==> src/rtl/systolic_pkg.sv <==
// Shared types and constants for the systolic array and its operand feeder.
package systolic_pkg;

  localparam int DEFAULT_SIZE     = 3;
  localparam int DEFAULT_IN_WIDTH = 8;

  typedef enum logic [1:0] {
    FILL   = 2'd0,
    LOAD   = 2'd1,
    STREAM = 2'd2,
    DONE   = 2'd3
  } feeder_state_t;

  // Number of array cycles needed for the skewed operands to fully traverse the array.
  function automatic int stream_len(input int size);
    return 3 * size - 2;
  endfunction

endpackage

==> src/rtl/systolic_feeder_if.sv <==
// Operand beat handshake plus the skewed stream and controls driven into the array.
interface systolic_feeder_if import systolic_pkg::*; #(
  parameter int SIZE     = DEFAULT_SIZE,
  parameter int IN_WIDTH = DEFAULT_IN_WIDTH
);

  logic                               row_valid;
  logic                               row_ready;
  logic [SIZE-1:0][IN_WIDTH-1:0]      a_row;
  logic [SIZE-1:0][IN_WIDTH-1:0]      b_col;
  logic [SIZE-1:0][IN_WIDTH-1:0]      a_in;
  logic [SIZE-1:0][IN_WIDTH-1:0]      b_in;
  logic                               load_en;
  logic                               mult_en;
  logic                               acc_en;
  logic                               busy;
  logic                               done;

  modport master (
    output row_valid, a_row, b_col,
    input  row_ready, a_in, b_in, load_en, mult_en, acc_en, busy, done
  );

  modport slave (
    input  row_valid, a_row, b_col,
    output row_ready, a_in, b_in, load_en, mult_en, acc_en, busy, done
  );

endinterface

==> src/rtl/systolic_operand_buf.sv <==
// SIZE x SIZE operand register file: one row written per beat, read back along the
// anti-diagonal selected by t so that lane i sees element [i][t-i].
module systolic_operand_buf import systolic_pkg::*; #(
  parameter int SIZE     = DEFAULT_SIZE,
  parameter int IN_WIDTH = DEFAULT_IN_WIDTH,
  parameter int ROW_W    = $clog2(SIZE + 1),
  parameter int T_W      = $clog2(3 * SIZE - 1)
) (
  input  logic                          clk,
  input  logic                          reset,
  input  logic                          wr_en,
  input  logic [ROW_W-1:0]              wr_idx,
  input  logic [SIZE-1:0][IN_WIDTH-1:0] wr_data,
  input  logic                          rd_en,
  input  logic [T_W-1:0]                rd_t,
  output logic [SIZE-1:0][IN_WIDTH-1:0] rd_data
);

  logic [SIZE-1:0][SIZE-1:0][IN_WIDTH-1:0] mem_r;

  // Row write port; contents persist until the next fill overwrites them.
  always_ff @(posedge clk or negedge reset) begin
    if (!reset) begin
      mem_r <= '0;
    end else begin
      for (int k = 0; k < SIZE; k++) begin
        if (wr_en && (wr_idx == ROW_W'(k))) begin
          mem_r[k] <= wr_data;
        end
      end
    end
  end

  // Diagonal read: lanes whose index t-i falls outside the matrix read as zero.
  always_comb begin
    rd_data = '0;
    for (int i = 0; i < SIZE; i++) begin
      for (int j = 0; j < SIZE; j++) begin
        if (rd_en && (rd_t == T_W'(i + j))) begin
          rd_data[i] = mem_r[i][j];
        end else begin
          rd_data[i] = rd_data[i];
        end
      end
    end
  end

endmodule

==> src/rtl/systolic_feeder.sv <==
// Buffers A rows and B columns, then drives the skewed operand stream and
// load/mult/acc controls for one systolic product pass.
module systolic_feeder import systolic_pkg::*; #(
  parameter int SIZE     = DEFAULT_SIZE,
  parameter int IN_WIDTH = DEFAULT_IN_WIDTH
) (
  input  logic               clk,
  input  logic               reset,
  systolic_feeder_if.slave   bus
);

  localparam int ROW_W = $clog2(SIZE + 1);
  localparam int T_W   = $clog2(3 * SIZE - 1);
  localparam logic [ROW_W-1:0] LAST_ROW = ROW_W'(SIZE - 1);
  localparam logic [T_W-1:0]   LAST_T   = T_W'(stream_len(SIZE) - 1);

  feeder_state_t                 state_r;
  logic [ROW_W-1:0]              row_cnt_r;
  logic [T_W-1:0]                t_r;
  logic                          row_ready_r;
  logic                          load_en_r;
  logic                          mult_en_r;
  logic                          acc_en_r;
  logic                          busy_r;
  logic                          done_r;
  logic [SIZE-1:0][IN_WIDTH-1:0] a_in_r;
  logic [SIZE-1:0][IN_WIDTH-1:0] b_in_r;

  logic                          wr_en_s;
  logic                          rd_en_s;
  logic [T_W-1:0]                rd_t_s;
  logic [SIZE-1:0][IN_WIDTH-1:0] a_rd_s;
  logic [SIZE-1:0][IN_WIDTH-1:0] b_rd_s;

  assign wr_en_s = (state_r == FILL) && bus.row_valid;

  // Read the diagonal for the upcoming stream step so a_in/b_in can be registered.
  always_comb begin
    rd_en_s = 1'b0;
    rd_t_s  = '0;
    case (state_r)
      LOAD: begin
        rd_en_s = 1'b1;
        rd_t_s  = '0;
      end
      STREAM: begin
        if (t_r != LAST_T) begin
          rd_en_s = 1'b1;
          rd_t_s  = t_r + T_W'(1);
        end else begin
          rd_en_s = 1'b0;
          rd_t_s  = '0;
        end
      end
      default: begin
        rd_en_s = 1'b0;
        rd_t_s  = '0;
      end
    endcase
  end

  systolic_operand_buf #(.SIZE(SIZE), .IN_WIDTH(IN_WIDTH), .ROW_W(ROW_W), .T_W(T_W)) u_a_buf (
    .clk(clk), .reset(reset), .wr_en(wr_en_s), .wr_idx(row_cnt_r), .wr_data(bus.a_row),
    .rd_en(rd_en_s), .rd_t(rd_t_s), .rd_data(a_rd_s)
  );

  systolic_operand_buf #(.SIZE(SIZE), .IN_WIDTH(IN_WIDTH), .ROW_W(ROW_W), .T_W(T_W)) u_b_buf (
    .clk(clk), .reset(reset), .wr_en(wr_en_s), .wr_idx(row_cnt_r), .wr_data(bus.b_col),
    .rd_en(rd_en_s), .rd_t(rd_t_s), .rd_data(b_rd_s)
  );

  // Pass sequencer: state, counters and every registered output.
  always_ff @(posedge clk or negedge reset) begin
    if (!reset) begin
      state_r     <= FILL;
      row_cnt_r   <= '0;
      t_r         <= '0;
      row_ready_r <= 1'b1;
      load_en_r   <= 1'b0;
      mult_en_r   <= 1'b0;
      acc_en_r    <= 1'b0;
      busy_r      <= 1'b0;
      done_r      <= 1'b0;
      a_in_r      <= '0;
      b_in_r      <= '0;
    end else begin
      a_in_r <= a_rd_s;
      b_in_r <= b_rd_s;
      case (state_r)
        FILL: begin
          if (bus.row_valid) begin
            if (row_cnt_r == LAST_ROW) begin
              state_r     <= LOAD;
              row_cnt_r   <= '0;
              row_ready_r <= 1'b0;
              busy_r      <= 1'b1;
              load_en_r   <= 1'b1;
            end else begin
              row_cnt_r <= row_cnt_r + ROW_W'(1);
            end
          end
        end
        LOAD: begin
          state_r   <= STREAM;
          t_r       <= '0;
          load_en_r <= 1'b0;
          mult_en_r <= 1'b1;
          acc_en_r  <= 1'b1;
        end
        STREAM: begin
          if (t_r == LAST_T) begin
            state_r   <= DONE;
            t_r       <= '0;
            mult_en_r <= 1'b0;
            acc_en_r  <= 1'b0;
            done_r    <= 1'b1;
          end else begin
            t_r <= t_r + T_W'(1);
          end
        end
        DONE: begin
          state_r     <= FILL;
          done_r      <= 1'b0;
          busy_r      <= 1'b0;
          row_ready_r <= 1'b1;
        end
        default: begin
          state_r     <= FILL;
          row_cnt_r   <= '0;
          t_r         <= '0;
          row_ready_r <= 1'b1;
          load_en_r   <= 1'b0;
          mult_en_r   <= 1'b0;
          acc_en_r    <= 1'b0;
          busy_r      <= 1'b0;
          done_r      <= 1'b0;
        end
      endcase
    end
  end

  assign bus.row_ready = row_ready_r;
  assign bus.load_en   = load_en_r;
  assign bus.mult_en   = mult_en_r;
  assign bus.acc_en    = acc_en_r;
  assign bus.busy      = busy_r;
  assign bus.done      = done_r;
  assign bus.a_in      = a_in_r;
  assign bus.b_in      = b_in_r;

endmodule

==> src/flat_wrapper.sv <==
// flat-port wrapper written by rule: the top's interface ports become plain ports
module systolic_feeder_flat import systolic_pkg::*;
#(
  parameter int SIZE     = DEFAULT_SIZE,
  parameter int IN_WIDTH = DEFAULT_IN_WIDTH
)
  (clk, reset, bus_row_valid, bus_a_row, bus_b_col, bus_row_ready, bus_a_in, bus_b_in, bus_load_en, bus_mult_en, bus_acc_en, bus_busy, bus_done);
  systolic_feeder_if #(.SIZE(SIZE), .IN_WIDTH(IN_WIDTH)) bus_i ();
  input  logic clk;
  input  logic reset;
  input wire logic [$bits(bus_i.row_valid)-1:0] bus_row_valid;
  input wire logic [$bits(bus_i.a_row)-1:0] bus_a_row;
  input wire logic [$bits(bus_i.b_col)-1:0] bus_b_col;
  output wire logic [$bits(bus_i.row_ready)-1:0] bus_row_ready;
  output wire logic [$bits(bus_i.a_in)-1:0] bus_a_in;
  output wire logic [$bits(bus_i.b_in)-1:0] bus_b_in;
  output wire logic [$bits(bus_i.load_en)-1:0] bus_load_en;
  output wire logic [$bits(bus_i.mult_en)-1:0] bus_mult_en;
  output wire logic [$bits(bus_i.acc_en)-1:0] bus_acc_en;
  output wire logic [$bits(bus_i.busy)-1:0] bus_busy;
  output wire logic [$bits(bus_i.done)-1:0] bus_done;
  assign bus_i.row_valid = bus_row_valid;
  assign bus_i.a_row = bus_a_row;
  assign bus_i.b_col = bus_b_col;
  assign bus_row_ready = bus_i.row_ready;
  assign bus_a_in = bus_i.a_in;
  assign bus_b_in = bus_i.b_in;
  assign bus_load_en = bus_i.load_en;
  assign bus_mult_en = bus_i.mult_en;
  assign bus_acc_en = bus_i.acc_en;
  assign bus_busy = bus_i.busy;
  assign bus_done = bus_i.done;
  systolic_feeder #(.SIZE(SIZE), .IN_WIDTH(IN_WIDTH)) u_core (.clk(clk), .reset(reset), .bus(bus_i));
endmodule
==> config.mk <==
export PLATFORM = sky130hd
export DESIGN_NAME = systolic_feeder_flat
export DESIGN_NICKNAME = d
export VERILOG_FILES = /design/src/rtl/systolic_pkg.sv /design/src/rtl/systolic_feeder_if.sv /design/src/rtl/systolic_operand_buf.sv /design/src/rtl/systolic_feeder.sv /design/src/flat_wrapper.sv
export SDC_FILE = /design/constraint.sdc
export NUM_CORES = 1
export LEC_CHECK = 0
export CORE_MARGIN = 3
export CORE_UTILIZATION = 45
export CTS_CLUSTER_DIAMETER = 120
export DETAILED_ROUTE_END_ITERATION = 7
export PLACE_DENSITY = 0.72
export SLEW_MARGIN = 0
export SYNTH_ARGS = -nofsm -noshare
export SYNTH_HDL_FRONTEND = slang
export SYNTH_SLANG_ARGS = --single-unit
==> constraint.sdc <==
create_clock -name clk -period 2.3 [get_ports clk]
set_input_delay 0.345 -clock clk [delete_from_list [all_inputs] [get_ports clk]]
set_output_delay 0.345 -clock clk [all_outputs]
set_load 0.03 [all_outputs]
Word-level counts from Yosys, hierarchy flattened --
Index checks and enable logic that the tools add are counted.
Cells by class: multipliers 0, muxes and demuxes 40, reductions and logical operators 22, equality and inequality tests 14, add/subtract/negate cells 2, div/mod/pow operators 0, order comparisons 0, shifts and indexed selects 0, bitwise operators 0
Operators by type and width (count):
- 8-bit 2-to-1 mux | 18
- 1-bit one-hot mux with 2 select lines | 6
- 1-bit logical AND | 9
- 3-bit 2-to-1 mux | 3
- 3-bit AND reduction | 3
- 2-bit 2-to-1 mux | 4
- 2-bit one-hot mux with 4 select lines | 1
- 2-bit nonzero test | 4
- 1-bit 2-to-1 mux | 7
- 2-bit equality test, second input constant | 3
- 3-bit by 2-bit equality test with 1-bit output, second input constant | 2
- 3-bit equality test, second input constant | 2
- 3-bit one-hot mux with 2 select lines | 1
- 2-bit AND reduction | 3
- 2-bit by 1-bit equality test with 1-bit output, second input constant | 2
- 2-bit logical NOT | 2
- 2-bit inequality test, second input constant | 2
- 3-bit by 1-bit adder with 3-bit output, second input constant | 1
- 3-bit by 1-bit equality test with 1-bit output, second input constant | 1
- 3-bit logical NOT | 1
- 3-bit inequality test, second input constant | 1
- 2-bit by 1-bit adder with 2-bit output, second input constant | 1
- 2-bit by 1-bit inequality test with 1-bit output, second input constant | 1
Word-level totals: input port bits 51, word-level logic and storage cells 110, memory bits (writable) 0, memories kept 0, register bits after elaboration 204, output and inout bits 54, latch bits 0, ROM bits 0

Depth between registers and ports, before layout --
word-level depth 8, mapped depth 8

Modules after synthesis --
A second synthesis with hierarchy kept.
Second synthesis, totals: cells, all modules 608, area total of the unflattened synthesis 8608.3 um^2
Modules (own cells, without submodules):
- systolic_operand_buf | seq. area each 1801.7 um^2, area each 3352.0 um^2, instances 2, cells an instance 248
- systolic_feeder | seq. area each 1502.7 um^2, area each 1904.3 um^2, instances 1, cells an instance 112

Worst setup path before layout --
Ideal clock, no wire load.
path kind register to register, start point register u_core.state_r[0], end point register u_core.u_a_buf.mem_r[0] (netlist name), data required time 2.172 ns, path slack 0.524 ns, arrival 1.648 ns, period minus slack after synthesis 1.776 ns, cell stages (with the launch flop) 8, path through dfrtp_1 -> inv_1 -> ha_1 -> nand2_1 -> nor3_2 -> buf_4 -> buf_4 -> mux2_1
Between the ends: longest elaborated chain between the ends 3
Ends and longest elaborated chain:
- from (decl) | line systolic_feeder.sv:17 | feeder_state_t state_r;
- from (signal assigned) | line systolic_feeder.sv:75 | state_r <= FILL;
- from (signal assigned) | line systolic_feeder.sv:93 | state_r <= LOAD;
- from (signal assigned) | line systolic_feeder.sv:104 | state_r <= STREAM;
- 2-bit logical NOT | line systolic_feeder.sv:35 | assign wr_en_s = (state_r == FILL) && bus.row_valid;
- 1-bit logical AND | line systolic_feeder.sv:35
- 1-bit logical AND | line systolic_operand_buf.sv:27 | if (wr_en && (wr_idx == ROW_W'(k))) begin
- to (signal, indexed assignment) | line systolic_operand_buf.sv:28 | mem_r[k] <= wr_data;
- to (decl) | line systolic_operand_buf.sv:19 | logic [SIZE-1:0][SIZE-1:0][IN_WIDTH-1:0] mem_r;
Every way passes these cells. A chain may end at the register's enable or synchronous reset.

Worst setup path in the final report --
start point register u_core.row_ready_r (netlist: u_core.bus.row_ready), end point output bus_row_ready
RTL lines:
- from (decl) | line systolic_feeder.sv:20 | logic row_ready_r;
- from (signal assigned) | line systolic_feeder.sv:78 | row_ready_r <= 1'b1;
- from (signal assigned) | line systolic_feeder.sv:95 | row_ready_r <= 1'b0;
- from (signal assigned) | line systolic_feeder.sv:125 | row_ready_r <= 1'b1;
- to (decl) | line flat_wrapper.sv:14 | output wire logic [$bits(bus_i.row_ready)-1:0] bus_row_ready;
No word-level cell between the ends.

==> reports/qor.yml <==
timing:
  slew_headroom: 0.4943
  setup_violations: 0
  post-route-period-util: 0.8832
  tightest_slew_ps: 758.5
  hold_violations: 0
  timing.fmax_mhz: 492.3
  grt_setup_unrepaired: "false"
  fin_skew_ps: 13.39
  slew_viol_final: 0
  fin_crit_ps: 2031
  setup-tns-final_ps: 0
pwr:
  power.switching_uw: 4446
  p_int_uw: 9504
  p_comb_frac: 0.329
  leakagePower_uw: 0.004495
  clkPwrFrac: 0.245
  switching_share: 0.3187
  vdd_drop_max_mv: 0.6492
  p_per_area_nw_per_um2: 1338
  pwr-share-seq: 0.426
logic_synthesis:
  ys_seq_elements: 204
  synth-edff-count: 0
  ys.flop_type: "dfrtp_1"
  postSynthCellCount: 567
  async_flop_share: 1.000
  ys_seq_area_frac: 0.6121
  ys_types: 36
  synth_fp_nets: 623
  syn_area_per_cell_um2: 14.71
  syn_area_um2: 8342
  yosys_warnings: 0
clock_network:
  cts-root-buf: "clkbuf_16"
  cts_resized: 0
  post_cts_buffers: 0
  cts.sink_count: 204
  clk_pin_slew_ps: 60
  cts_buffers: 21
  ctsHoldBuffers: 1
  htreeDepth: 1
  insertion_delay_ps: 490
  cts_tree: "yes"
  cts.path.max_buffers: 3
layout:
  drive_above_1_share: 0.2849
  antenna_cells: 0
  final_cells: 924
  area_delta_synth_final_pct: 25.03
  finalNetCount: 737
setup_path:
  worstReg2RegEnd: "u_core.u_a_buf.mem_r[9]$_DFFE_PN0P_"
  rrSetupSlack_ps: 280
  critical_path.endpoint: "bus_row_ready"
  rr_startpoint: "u_core.state_r[0]$_DFFE_PN0P_"
  worstPathArrival_ps: 1690
  cp_max_fo: 2
  path_cells: "clkdlybuf4s50_1"
  path_delay_family: "buffers and inverters"
  start_kind: "flop"
  startpoint: "u_core.bus.row_ready$_DFFE_PN1P_"
  crit_path_end_kind: "primary output"
  critPathRequiredTime_ps: 1960
  r2r_cells: 6
  cp.depth: 1
  path_class: "flop to primary output"
  cp_num_buf_inv: 1
  max_stage_delay_ps: 670
  slowest_stage: "clkdlybuf4s50_1"
global_routing:
  grt_pass1_wl_um: 30210
  antenna_found_initial: 0
  grt.overflow.total: 0
  grtUsageTotal: 0.1865
  grt_max_degree: 61
  grt_pass1_vias: 5594
floorplan:
  io_pins: 105
  die_h_um: 142.2
  core_um2: 18090
  start_util: 0.4612
  die_w_um: 142.2
  dieArea_um2: 20210
  rows: 49
detailed_routing:
  avgViaCountPerCell: 5.511
  vias: 5092
  ant_nets: 0
  drt-pass1-iter-count: 4
  drt_iter0_markers: 330
  routedWlPerCell_um: 20.18
  wl_um: 18640
  drc: 0
placed_design:
  io_buffer_count: 104
  place_congestion: 0.7971
  hpwl_um: 12170
  dp_cells: 886
job:
  max-cap-violations: 0
min_path:
  worstHoldPathType: "input port to asynchronous set/reset pin"
outcome:
  status: "finished, final reports clean"
## kinds of logic (layout without fill, tap and decap cells)
group,Yosys count,after routing,share of synthesized area
AOI/OAI and AO/OA,79,79,0.07305
adders and majority gates,5,5,0.007500
buffers and inverters,45,173,0.02730
DFF,204,204,0.6121
muxes,177,177,0.2340
and+or+nand+nor,57,57,0.04605
## power by group through the flow
stage	registers, uW	logic, uW	clock network (uW)
after floorplan	6090	2890	0
after global placement	5880	4460	0
after detailed placement	5980	4620	0
after CTS	5930	4660	3480
after global routing	6100	5000	3630
final	5940	4600	3420
## stage by stage
step / util / hold slack [ps] / setup slack, ps / instance area [um^2] / total power, uW
after global placement: 0.5375 / 335.8 / 309.8 / 9721 / 10330
after global routing: 0.5767 / 428.2 / 145.1 / 10430 / 14730
final: 0.5767 / 394.4 / 268.6 / 10430 / 13950
after detailed placement: 0.5375 / 343.0 / 222.4 / 9721 / 10600
after floorplan: - / 49.41 / 524.4 / 8342 / 8981
after CTS: 0.5767 / 395.0 / 234.5 / 10430 / 14070
## flip-flops by register name, indices dropped and copies added (netlist names)
register,cells
u_core.bus.row_ready,1
u_core.bus.mult_en,1
u_core.u_b_buf.mem_r,72
u_core.u_a_buf.mem_r,72
u_core.row_cnt_r,2
u_core.bus.b_in,24
u_core.bus.busy,1
u_core.t_r,3
u_core.bus.load_en,1
u_core.bus.a_in,24
u_core.bus.done,1
u_core.state_r,2
## cell usage after synthesis, types with 2 or more instances
cell type | instances | area (um^2)
o22ai_1 | 17 | 106.4
buf_2 | 20 | 100.1
a22o_1 | 3 | 26.28
nand2b_1 | 2 | 12.51
o2bb2ai_1 | 32 | 280.3
mux2_1 | 9 | 101.4
ha_1 | 5 | 62.56
dfrtp_1 | 203 | 5080
mux2_2 | 135 | 1520
nand2_1 | 5 | 18.77
nand4b_1 | 19 | 166.4
inv_1 | 6 | 22.52
nor2_1 | 20 | 75.07
a21oi_1 | 4 | 20.02
nor2b_1 | 2 | 12.51
buf_4 | 9 | 67.56
mux2i_1 | 33 | 330.3
o21a_1 | 16 | 120.1
clkbuf_1 | 10 | 37.54
## worst min-delay path by stage
| stage | slack, ps | endpoint |
|---|---|---|
| 2_1_floorplan | 50 | u_core.bus.a_in[0]$_DFF_PN0_ |
| 3_5_place_dp | 340 | u_core.bus.a_in[15]$_DFF_PN0_ |
| 6_report | 390 | u_core.bus.a_in[15]$_DFF_PN0_ |
| 3_3_place_gp | 340 | u_core.u_a_buf.mem_r[39]$_DFFE_PN0P_ |
| 5_1_grt | 430 | u_core.bus.a_in[15]$_DFF_PN0_ |
| 4_1_cts | 390 | u_core.bus.a_in[15]$_DFF_PN0_ |
## cells in the final DEF, fill, tap and decap left out, drive strengths merged, types with 2 or more instances in the layout
cell           Yosys  layout
nand2b             2       2
nor2              20      20
nand2              5       5
clkdlybuf4s50      0     103
bufinv             0       2
inv                6       6
buf               29      25
dfrtp            203     203
nand4b            20      20
nand3b             2       2
nor2b              2       2
o22ai             17      17
clkbuf            10      35
mux2             144     144
ha                 5       5
mux2i             33      33
a22o               3       3
o2bb2ai           32      32
o21a              16      16
a21oi              4       4
## final cells by class
type                            count  area [um^2]
Sequential cell                   204         5107
Clock inverter                      3        65.06
Clock buffer                       34        634.4
Fill cell                        1383         7656
Inverter                            6        22.52
Multi-Input combinational cell    318         3022
Timing Repair Buffer              130         1292
Tap cell                          229        286.5
## layer usage
| metal | wire [um] | part of all wire | up-vias | track usage |
|---|---|---|---|---|
| met5 | 0 | 0 | - | 0 |
| met4 | 327 | 0.018 | 0 | 0.04495 |
| met3 | 874 | 0.047 | 24 | 0.03259 |
| met2 | 8951 | 0.48 | 116 | 0.3106 |
| met1 | 8488 | 0.46 | 2651 | 0.2567 |
| li1 | - | - | 2301 | - |
Power figures use the tool's default switching activity.
==> variant, RTL diff (same settings) <==
Change the package constant `DEFAULT_SIZE` from 3 to 6.
--- a/src/rtl/systolic_pkg.sv
+++ b/src/rtl/systolic_pkg.sv
@@ -2,5 +2,5 @@
 package systolic_pkg;
 
-  localparam int DEFAULT_SIZE     = 3;
+  localparam int DEFAULT_SIZE     = 6;
   localparam int DEFAULT_IN_WIDTH = 8;
 
Interface: changed (resized bus_a_in, bus_a_row, bus_b_col and bus_b_in); port bits go from 105 to 201. No check against the original RTL was run, so the function may have changed too.
==> variant against the unedited design <==
- the flow now finishes with violations (setup timing)
- register-to-register slack got worse by 350 ps
- sequential cell count grew 483
- area after synthesis grew to 3.6 times the old value
- core utilization is 1.1 points higher
- cell area increased to 3.7 times the old value
- worst setup slack worse by 330 ps
- synthesized cell count rose to 4.4 times the old value
- wire length rose to 5.5 times the old value
- sequential share of layout area shrank 4.7 points
- total power grew to 3.8 times the old value
- critical path type is now reg2reg
==> variant: results (changes against the unedited design) <==
result of the run complete, but fails checks (was complete, no violations); failing checks setup timing; maximum single-stage delay on the critical path 480 ps (was 670 ps); CP top delay family simple AND/OR/NAND/NOR gates (was buffers and inverters); total setup violations reported at the end of the flow 17 (was 0); Worst Path Arrival 2910 ps (was 1690 ps); number of cells in the design after placement 3,654 (was 886); quantity of I/O buffers inserted on ports 200 (was 104); wire length of the first global-routing pass 151,000 um (was 30,200 um); antenna violations before repair 4 (was 0); final estimated routing congestion in global placement 0.928 (was 0.797); TritonRoute pass-1 iters 6 (was 4); Cell variety after synth 52 (was 36); routed wire length 103,000 um (was 18,600 um); standby leakage power 0.0170 uW (was 0.00449 uW); via density per instance 6.17 (was 5.51); DR vias 23,600 (was 5,092); worst voltage drop across the vdd grid 813 uV (was 649 uV); final setup skew 18.7 ps (was 13.4 ps); slew of the pin with the lowest slew margin 590 ps (was 759 ps); clock latency reported for the late side of the worst-skew pair 610 ps (was 490 ps); Register Area 17,200 sq um (was 5110 sq um); Final Net Count 3,007 (was 737); filler cell count in the final layout 5,177 (was 1,383); top fanout value on the critical path 8 (was 2); average cell area after synthesis 12.0 sq um (was 14.7 sq um); DR iter-0 viols 2,562 (was 330); setup slack of the critical path after layout -66.3 ps (was 269 ps); fraction of final layout cells with drive strength greater than 1 36.9% (was 28.5%)
-- variant: changes by cell type after synthesis, moves of 100 or more --
cell	unedited run	this run
sky130_fd_sc_hd__clkbuf_1	10	110
sky130_fd_sc_hd__nand2_1	5	188
sky130_fd_sc_hd__a21oi_1	4	252
sky130_fd_sc_hd__mux2_2	135	560
sky130_fd_sc_hd__o21ai_0	1	122
sky130_fd_sc_hd__dfrtp_1	203	686
-- variant: cell families (layout without fill, tap and decap cells) --
logic type | after synthesis | after routing | synth area share [%]
and+or+nand+nor | 387 | 388 | 5.49
xor gates and xnor gates | 4 | 4 | 0.116
AOI/OAI and AO/OA | 641 | 641 | 12.9
buffers and inverters | 232 | 664 | 3.23
adders and majority gates | 7 | 7 | 0.290
other | 0 | 2 | 0
muxes | 564 | 564 | 21.0
DFF | 687 | 687 | 56.9
-- variant: area by class of cell --
type	instances	share of cell area [%]
clock inverters	26	0.985
diodes	2	0.0129
well taps	864	2.78
inverters	25	0.241
flip-flops and latches	687	44.2
multi-input cells	1604	32.5
clock buffers	102	5.43
repair buffers	511	13.8
-- variant: per-layer routing --
metal / vias up / track usage [%] / wire length (um)
li1: 9901 / - / -
met1: 12100 / 41.4 / 44300
met2: 1311 / 40.9 / 44300
met3: 221 / 8.03 / 11100
met4: 0 / 9.12 / 3190
met5: - / 0 / 0
-- variant: path summary, 6_finish.rpt --
check / start / endpoint / slack (ps) / cells past startpoint
min: reset / u_core.u_a_buf.mem_r[287] / 260 / 2
min in group clk: u_core.u_b_buf.mem_r[43] / u_core.bus.b_in[3] / 470 / 1
max in group asynchronous: reset / u_core.u_a_buf.mem_r[134] / 1150 / 3
min reg2reg: u_core.u_b_buf.mem_r[43] / u_core.bus.b_in[3] / 470 / 1
max reg2reg: u_core.state_r[0] / u_core.bus.b_in[4] / -70 / 9
max: u_core.state_r[0] / u_core.bus.b_in[4] / -70 / 9
-- variant: metrics by stage --
step / power (uW) / hold slack (ps) / utilization (%) / TNS [ps]
after floorplan: 30500 / 49.4 / - / 0
after global placement: 37800 / 302 / 53.5 / -17300
after detailed placement: 38700 / 312 / 53.5 / -15800
after CTS: 51600 / 255 / 57.7 / -66.3
after global routing: 55300 / 298 / 58.8 / -2310
final: 53000 / 258 / 58.8 / -584
-- variant: repair_timing --
action                                  CTS  global route
gates cloned                              1             8
gates resized for setup                  40            91
hold endpoints to repair                 40             0
hold buffers                              1             0
buffers inserted                          6            24
pin swaps                                 4            28
endpoints found under the setup margin   96            94
-- variant: power by group through the flow --
stage	clock (uW)	combinational (uW)	sequential, uW
floorplan	0	11000	19500
global placement	0	17800	20000
detailed placement	0	18400	20300
CTS	12500	18900	20300
global route	12900	21400	20900
finish	12300	20200	20500
